### config.mk
export PLATFORM = sky130hd
export DESIGN_NAME = boot_loader
export DESIGN_NICKNAME = d
export VERILOG_FILES = /design/src/rtl/boot_loader.sv
export SDC_FILE = /design/constraint.sdc
export NUM_CORES = 1
export LEC_CHECK = 0
export ABC_AREA = 1
export CORE_ASPECT_RATIO = 1.75
export CORE_MARGIN = 3
export CORE_UTILIZATION = 38
export CTS_BUF_LIST = sky130_fd_sc_hd__clkbuf_4 sky130_fd_sc_hd__clkbuf_8
export DETAILED_ROUTE_END_ITERATION = 6
export HOLD_SLACK_MARGIN = 0.03
export PLACE_DENSITY = 0.89
export SYNTH_ARGS = -nofsm -noshare
export SYNTH_HDL_FRONTEND = slang
export SYNTH_SLANG_ARGS = --single-unit
### constraint.sdc
create_clock -name ap_clk -period 2 [get_ports ap_clk]
set_input_delay 0.6 -clock ap_clk [delete_from_list [all_inputs] [get_ports ap_clk]]
set_output_delay 0.6 -clock ap_clk [all_outputs]
set_load 0.03 [all_outputs]
### src/rtl/boot_loader.sv
// Streams a program into SRAM from address 0, then starts the CPU and waits for it to return idle.
// Writes are combinational with the stream handshake; s_ready drops when the SRAM is full or outside LOAD.
module boot_loader #(
    parameter int ADDR_W = 10,
    parameter int DATA_W = 32
) (
    input  logic              ap_clk,
    input  logic              ap_rst,
    input  logic              go,
    input  logic              s_valid,
    output logic              s_ready,
    input  logic [DATA_W-1:0] s_data,
    input  logic              s_last,
    output logic              cpu_start,
    input  logic              cpu_idle,
    input  logic [ADDR_W-1:0] cpu_addr,
    input  logic              cpu_ce,
    input  logic              cpu_we,
    input  logic [DATA_W-1:0] cpu_d,
    input  logic [3:0]        cpu_strb,
    output logic [ADDR_W-1:0] sram_addr,
    output logic [DATA_W-1:0] sram_din,
    output logic [3:0]        sram_wea,
    output logic              busy,
    output logic              done,
    output logic              err,
    output logic [ADDR_W:0]   word_count,
    output logic [31:0]       run_cycles
);

    typedef enum logic [2:0] {IDLE, LOAD, START, RUN, DONE} state_t;

    localparam logic [ADDR_W:0] CAP      = {1'b1, {ADDR_W{1'b0}}};
    localparam logic [ADDR_W:0] LAST_ADR = CAP - 1'b1;

    state_t state, state_nxt;
    logic   hs;
    logic   restart;
    logic   fill_no_last;

    assign s_ready      = (state == LOAD) && (word_count < CAP);
    assign hs           = s_valid & s_ready;
    assign restart      = ((state == IDLE) || (state == DONE)) && go;
    assign fill_no_last = hs && !s_last && (word_count == LAST_ADR);
    assign cpu_start    = (state == START);
    assign busy         = (state == LOAD) || (state == START) || (state == RUN);
    assign done         = (state == DONE);

    always_ff @(posedge ap_clk or posedge ap_rst) begin
        if (ap_rst) begin
            state <= IDLE;
        end else begin
            state <= state_nxt;
        end
    end

    always_comb begin
        state_nxt = state;
        sram_addr = word_count[ADDR_W-1:0];
        sram_din  = '0;
        sram_wea  = 4'h0;
        case (state)
            IDLE, DONE: begin
                if (go) state_nxt = LOAD;
            end
            LOAD: begin
                if (hs) begin
                    sram_din = s_data;
                    sram_wea = 4'hF;
                    // s_last takes priority over the overflow exit when both hit on the final address
                    if (s_last)            state_nxt = START;
                    else if (fill_no_last) state_nxt = DONE;
                end
            end
            START, RUN: begin
                sram_addr = cpu_addr;
                sram_din  = cpu_d;
                sram_wea  = {4{cpu_we & cpu_ce}} & cpu_strb;
                if (state == START) begin
                    if (!cpu_idle) state_nxt = RUN;
                end else if (cpu_idle) begin
                    state_nxt = DONE;
                end
            end
            default: state_nxt = IDLE;
        endcase
    end

    always_ff @(posedge ap_clk or posedge ap_rst) begin
        if (ap_rst) begin
            word_count <= '0;
            run_cycles <= '0;
            err        <= 1'b0;
        end else if (restart) begin
            word_count <= '0;
            run_cycles <= '0;
            err        <= 1'b0;
        end else begin
            if (hs)           word_count <= word_count + 1'b1;
            if (fill_no_last) err        <= 1'b1;
            if (state == RUN && run_cycles != 32'hFFFF_FFFF)
                run_cycles <= run_cycles + 32'd1;
        end
    end

endmodule

After elaboration in Yosys (flattened, before gate mapping)
Index checks and enable logic that the tools add are counted.
{ "word_totals": {"reg_bits": 47, "input_bits": 86, "output_inout_bits": 94} }
{ "op_classes": {"n_addsub": 2, "order_cmp": 1, "n_eq_ne": 11, "n_mux": 19, "bitwise_logic": 3, "n_reduce_logical": 16} }
{ "ops": {"columns": ["cell", "count"], "rows": [
  ["two-way mux 32 bit", 3],
  ["one-hot mux 32 bit (2 select lines)", 1],
  ["adder 32 x 1 -> 32 bit, second input constant", 1],
  ["inequality test 32 bit, second input constant", 1],
  ["two-way mux 11 bit", 2],
  ["two-way mux 3 bit", 7],
  ["adder 11 x 1 -> 11 bit, second input constant", 1],
  ["equality test 11 x 10 -> 1 bit, second input constant", 1],
  ["less-than comparator 11 bit, second input constant", 1],
  ["two-way mux 10 bit", 1],
  ["inequality test 3 bit, second input constant", 3],
  ["one-hot mux 3 bit (3 select lines)", 1],
  ["one-hot mux 4 bit (2 select lines)", 1],
  ["equality test 3 x 2 -> 1 bit, second input constant", 2],
  ["nonzero test 2 bit", 3],
  ["logical AND 1 bit", 5],
  ["AND reduction 5 bit", 1],
  ["bitwise AND 4 bit", 1],
  ["two-way mux 4 bit", 1],
  ["inequality test 2 bit, second input constant", 2],
  ["OR reduction 2 bit", 2],
  ["equality test 3 x 1 -> 1 bit, second input constant", 1],
  ["equality test 3 bit, second input constant", 1],
  ["zero test 3 bit", 1],
  ["4 further kinds", 8]
]} }

Depth between registers and ports, before layout
Gate-level depths: netlist of the first run.
{ "depth": {"word_depth": 9, "mapped_depth": 13, "depth_no_buf": 11} }

Worst setup path after synthesis of the first run
No wires, ideal clock.
{ "synth_path": {"path_type": "register to output", "startpoint": "register word_count[10]", "endpoint": "output sram_din[11]", "arrival_ps": 1605, "slack_ps": -205, "path_stages_with_launch": 7, "n_path_buf": 2, "cell_sequence": "dfrtp_1 -> inv_1 -> nand3_1 -> nor2_1 -> buf_2 -> buf_2 -> a22o_1"} }
{ "synth_between": {"elab_chain_len": 5} }
{ "synth_rtl": {"columns": ["item", "line", "text"], "rows": [
  ["start, declared", "27", "output logic [ADDR_W:0] word_count,"],
  ["start signal, assigned", "99", "if (hs) word_count <= word_count + 1'b1;"],
  ["less-than comparator 11 bit", "41", "assign s_ready = (state == LOAD) && (word_count < CAP);"],
  ["logical AND 1 bit", "41", null],
  ["bitwise AND 1 bit", "42", "assign hs = s_valid & s_ready;"],
  ["two-way mux 32 bit", "67", "if (hs) begin"],
  ["one-hot mux 32 bit (2 select lines)", "62", "case (state)"],
  ["end, declared", "22", "output logic [DATA_W-1:0] sram_din,"]
]} }
Every way passes these cells.

Final worst setup path of the first run
{ "layout_path": {"startpoint": "register state[0]", "endpoint": "output sram_din[27]"} }
{ "layout_between": {"elab_chain_len": 5, "elab_cells_between_ends": 8, "cone_classes": "eq/ne: 3; mux: 2; bitwise: 1; reduce/logical: 2"} }
{ "layout_rtl": {"columns": ["item", "line", "text"], "rows": [
  ["start, declared", "36", "state_t state, state_nxt;"],
  ["start signal, assigned", "53", "state <= state_nxt;"],
  ["equality test 3 x 1 -> 1 bit", "41, 62", null],
  ["logical AND 1 bit", "41", null],
  ["bitwise AND 1 bit", "42", null],
  ["two-way mux 32 bit", "67", null],
  ["one-hot mux 32 bit (2 select lines) *", "62", null]
]} }
Mark *: on every way between the ends. The rest lies on a longest branch, timed or not.

==> results.txt, run 1 <==
status -> finished, violations left
failing checks -> setup timing
post-synth cell types -> 27
highest clock rate -> 423 MHz
CP Data Arrival Time -> 1.77 ns
leading area contributor after synthesis -> dfrtp_1
Worst Tran Pin Value -> 0.482 ns
router iterations before antenna repair -> 7
routed vias -> 5386
post-synthesis xor/xnor area fraction -> 0.0324
worst slack, placed -> -0.456 ns
RD Place Congestion -> 0.983
Initial Utilization -> 0.398
area fraction of the dominant cell type after synthesis -> 0.335
gr usage total -> 0.412
busiest grt layer -> met2
path category of the worst min-delay check -> flop to flop
sequential-to-total area share from yosys stat -> 0.335
max cap viols -> 0
Max clock buf depth -> 2
fin worst setup slack -> -0.365 ns
FF+latch count, synth -> 47
Setup Skew -> 0.0148 ns
vias in the first global route -> 5377
Setup crit end kind -> output port
GRT met2 Usage -> 0.672
drt first-iter violations -> 620
compound-gate portion of the synthesized area -> 0.125
part of the power in combinational logic -> 0.695
WS Path Type -> flop to output port
worst-skew pair later-pin latency -> 0.32 ns
Pint -> 0.00380 W
I/O pin count -> 180
VDD IR max -> 750 uV
Clk pwr share -> 0.129
Port-buffer cells -> 179
DRC violation count after routing -> 0
WL/cell -> 24.8 um
period utilization -> 1.18
clk slew on worst S/H paths -> 0.09 ns
NetSw -> 0.00303 W
global-route wire length before repair -> 32.3 mm
DP HPWL -> 14.8 mm
largest net degree at the start of global routing -> 29
row count -> 45
vias per cell -> 5.94
Sw Share -> 0.444
clk root buf -> clkbuf_8
antenna violations before repair -> 1
Num CTS Buffers -> 5
final-layout fill cell count -> 535
Post-Synthesis Cells -> 548
Finish-stage setup viols -> 50
CTS H-tree lvls -> 2
startpoint types -> flop
die width -> 78.7 um
share of cells above drive strength 1 -> 0.274
most common cell after layout, fill and taps aside -> nand2_1
most frequent cells in the layout -> nand2_1 (193), clkdlybuf4s50_1 (87), nor2_1 (70)
PD cells -> 966 mW/mm^2
Synth Area in Simple Gates -> 0.420
area occupied by multi-input gates -> 0.00255 sq mm
P&R area growth vs syn -> 101%
share of power burned in registers -> 0.176
fin nets -> 876
YS warnings -> 0
CTS tree -> done
Leakage -> 3.55 nW
Post-Syn Nets -> 636
Post-Synth Adder-Cell Area -> 0.00712
number of antenna-violating nets in the routed design -> 0
Core Region -> 0.00884 sq mm
gr ovfl total -> 0
post-synthesis mux area share -> 0
Req. time, crit path -> 1.40 ns
relative slew slack -> 0.677
Avg Cell Area, Syn -> 6.41 sq um
die area -> 0.0105 sq mm
max-slew violations -> 0
setup repair after global routing missed its margin -> true
met3 global-route usage -> 0.144
final core utilization -> 0.800
Post-Syn Area -> 0.00351 sq mm
drt total wl -> 22.5 mm
Tmin final -> 2.37 ns
largest family of logic cells by synthesized area -> simple AND/OR/NAND/NOR gates
GR Util met1 -> 0.461
FF+latch area -> 0.00118 sq mm
final hold viol count -> 0
maximum fanout along the worst path -> 6
Synth area leaders -> dfrtp_1 (33%), nand2_1 (22%), nor2_1 (8.2%)
Die Span Y -> 133 um
Clock Sinks -> 47
-- cells by family (layout without fill, tap and decap cells) --
logic type | after synthesis | after routing
AOI/OAI and AO/OA | 62 | 62
xor gates and xnor gates | 13 | 13
adders and majority gates | 2 | 2
buffers and inverters | 69 | 310
DFF | 47 | 47
other | 0 | 1
and+or+nand+nor | 355 | 355
-- final timing paths --
path / startpoint / to / slack [ns] / cells past startpoint
setup / recovery: state[0]$_DFFE_PP0P_ / sram_din[27] / -0.37 / 8
hold / removal: err$_DFFE_PP0P_ / err$_DFFE_PP0P_ / 0.51 / 1
setup reg to reg: state[0]$_DFFE_PP0P_ / err$_DFFE_PP0P_ / 0 / 11
hold reg to reg: err$_DFFE_PP0P_ / err$_DFFE_PP0P_ / 0.51 / 1
max in group asynchronous: ap_rst / run_cycles[1]$_DFFE_PP0P_ / 0.98 / 3
min in group asynchronous: ap_rst / run_cycles[25]$_DFFE_PP0P_ / 0.54 / 2
-- critical path: stages, from the launching register on --
cell and delay [ns]:
dfrtp_1 0.41, inv_2 0.13, nor2_2 0.05, nand3_2 0.09
nor2_4 0.05, buf_12 0.15, clkbuf_16 0.17, a22o_4 0.25
buf_12 0.14
-- cell type report --
type	instances	share of cell area
diodes	1	0.000354
clock buffers	5	0.00973
clock inverters	3	0.00955
inverters	52	0.0278
multi-input cells	432	0.361
flip-flops and latches	47	0.167
well taps	117	0.0207
repair buffers	250	0.404
-- stage by stage --
| stage | instance area [sq um] | instances | total power [W] | TNS, ns | hold WS (ns) |
|---|---|---|---|---|---|
| floorplan | 3690 | 548 | 0.00304 | -0.688 | 0.464 |
| global placement | 6220 | 876 | 0.00489 | -16.16 | 0.481 |
| detailed placement | 6220 | 876 | 0.00496 | -17.68 | 0.491 |
| CTS | 6880 | 903 | 0.00645 | -12.26 | 0.513 |
| global route | 7070 | 907 | 0.00701 | -15.28 | 0.543 |
| finish | 7070 | 907 | 0.00683 | -13.66 | 0.509 |
-- registers in the layout, summed over array words and instances (netlist names) --
signal	count
err	1
run_cycles	32
state	3
word_count	11
-- per-layer routing --
layer,part of all wire,vias up
met1,0.33,2466
met4,0.084,0
met3,0.14,163
li1,-,2259
met2,0.45,498
met5,0,-
-- cells in the mapped netlist --
cell,number
nor3_1,6
inv_1,50
xnor2_1,3
buf_2,6
buf_6,1
dfrtp_1,47
o21a_1,1
nand3b_1,1
clkinv_2,1
nand3_1,37
a21oi_1,8
o21ai_0,19
ha_1,2
nand2_4,1
nand2_1,206
clkinv_1,1
buf_8,1
nor2_1,77
nor2_4,2
a22o_1,32
clkbuf_1,9
nand2_2,3
xor2_1,10
or2_2,1
o21bai_1,2
nand4_1,20
nor2_2,1
-- power groups by stage --
| stage | combinational (W) | sequential (W) | clock (W) |
|---|---|---|---|
| final | 0.00475 | 0.00120 | 0.000878 |
| after global routing | 0.00489 | 0.00121 | 0.000909 |
| after CTS | 0.00440 | 0.00119 | 0.000869 |
| after detailed placement | 0.00375 | 0.00121 | 0 |
| after global placement | 0.00368 | 0.00120 | 0 |
| after floorplan | 0.00171 | 0.00133 | 0 |
-- what timing repair did --
item                                    in CTS  in global routing
pin swaps                                    3                 19
endpoints found under the setup margin      85                 76
hold buffers                                 0                  0
cloned                                       7                  2
hold endpoints to repair                     0                  0
resized for setup                          111                 50
setup buffers                               12                  9
Note: power is estimated with default switching activity, not from simulation.
==> run 2, diff against run 1 <==
--- a/config.mk
+++ b/config.mk
@@ -11,7 +11,7 @@
 export CORE_UTILIZATION = 38
 export CTS_BUF_LIST = sky130_fd_sc_hd__clkbuf_4 sky130_fd_sc_hd__clkbuf_8
 export DETAILED_ROUTE_END_ITERATION = 6
-export HOLD_SLACK_MARGIN = 0.03
+export HOLD_SLACK_MARGIN = 0.02
 export PLACE_DENSITY = 0.89
 export SYNTH_ARGS = -nofsm -noshare
 export SYNTH_HDL_FRONTEND = slang
==> results of run 2 <==
Same layout as run 1: the final DEF is identical, and so are final timing and power.
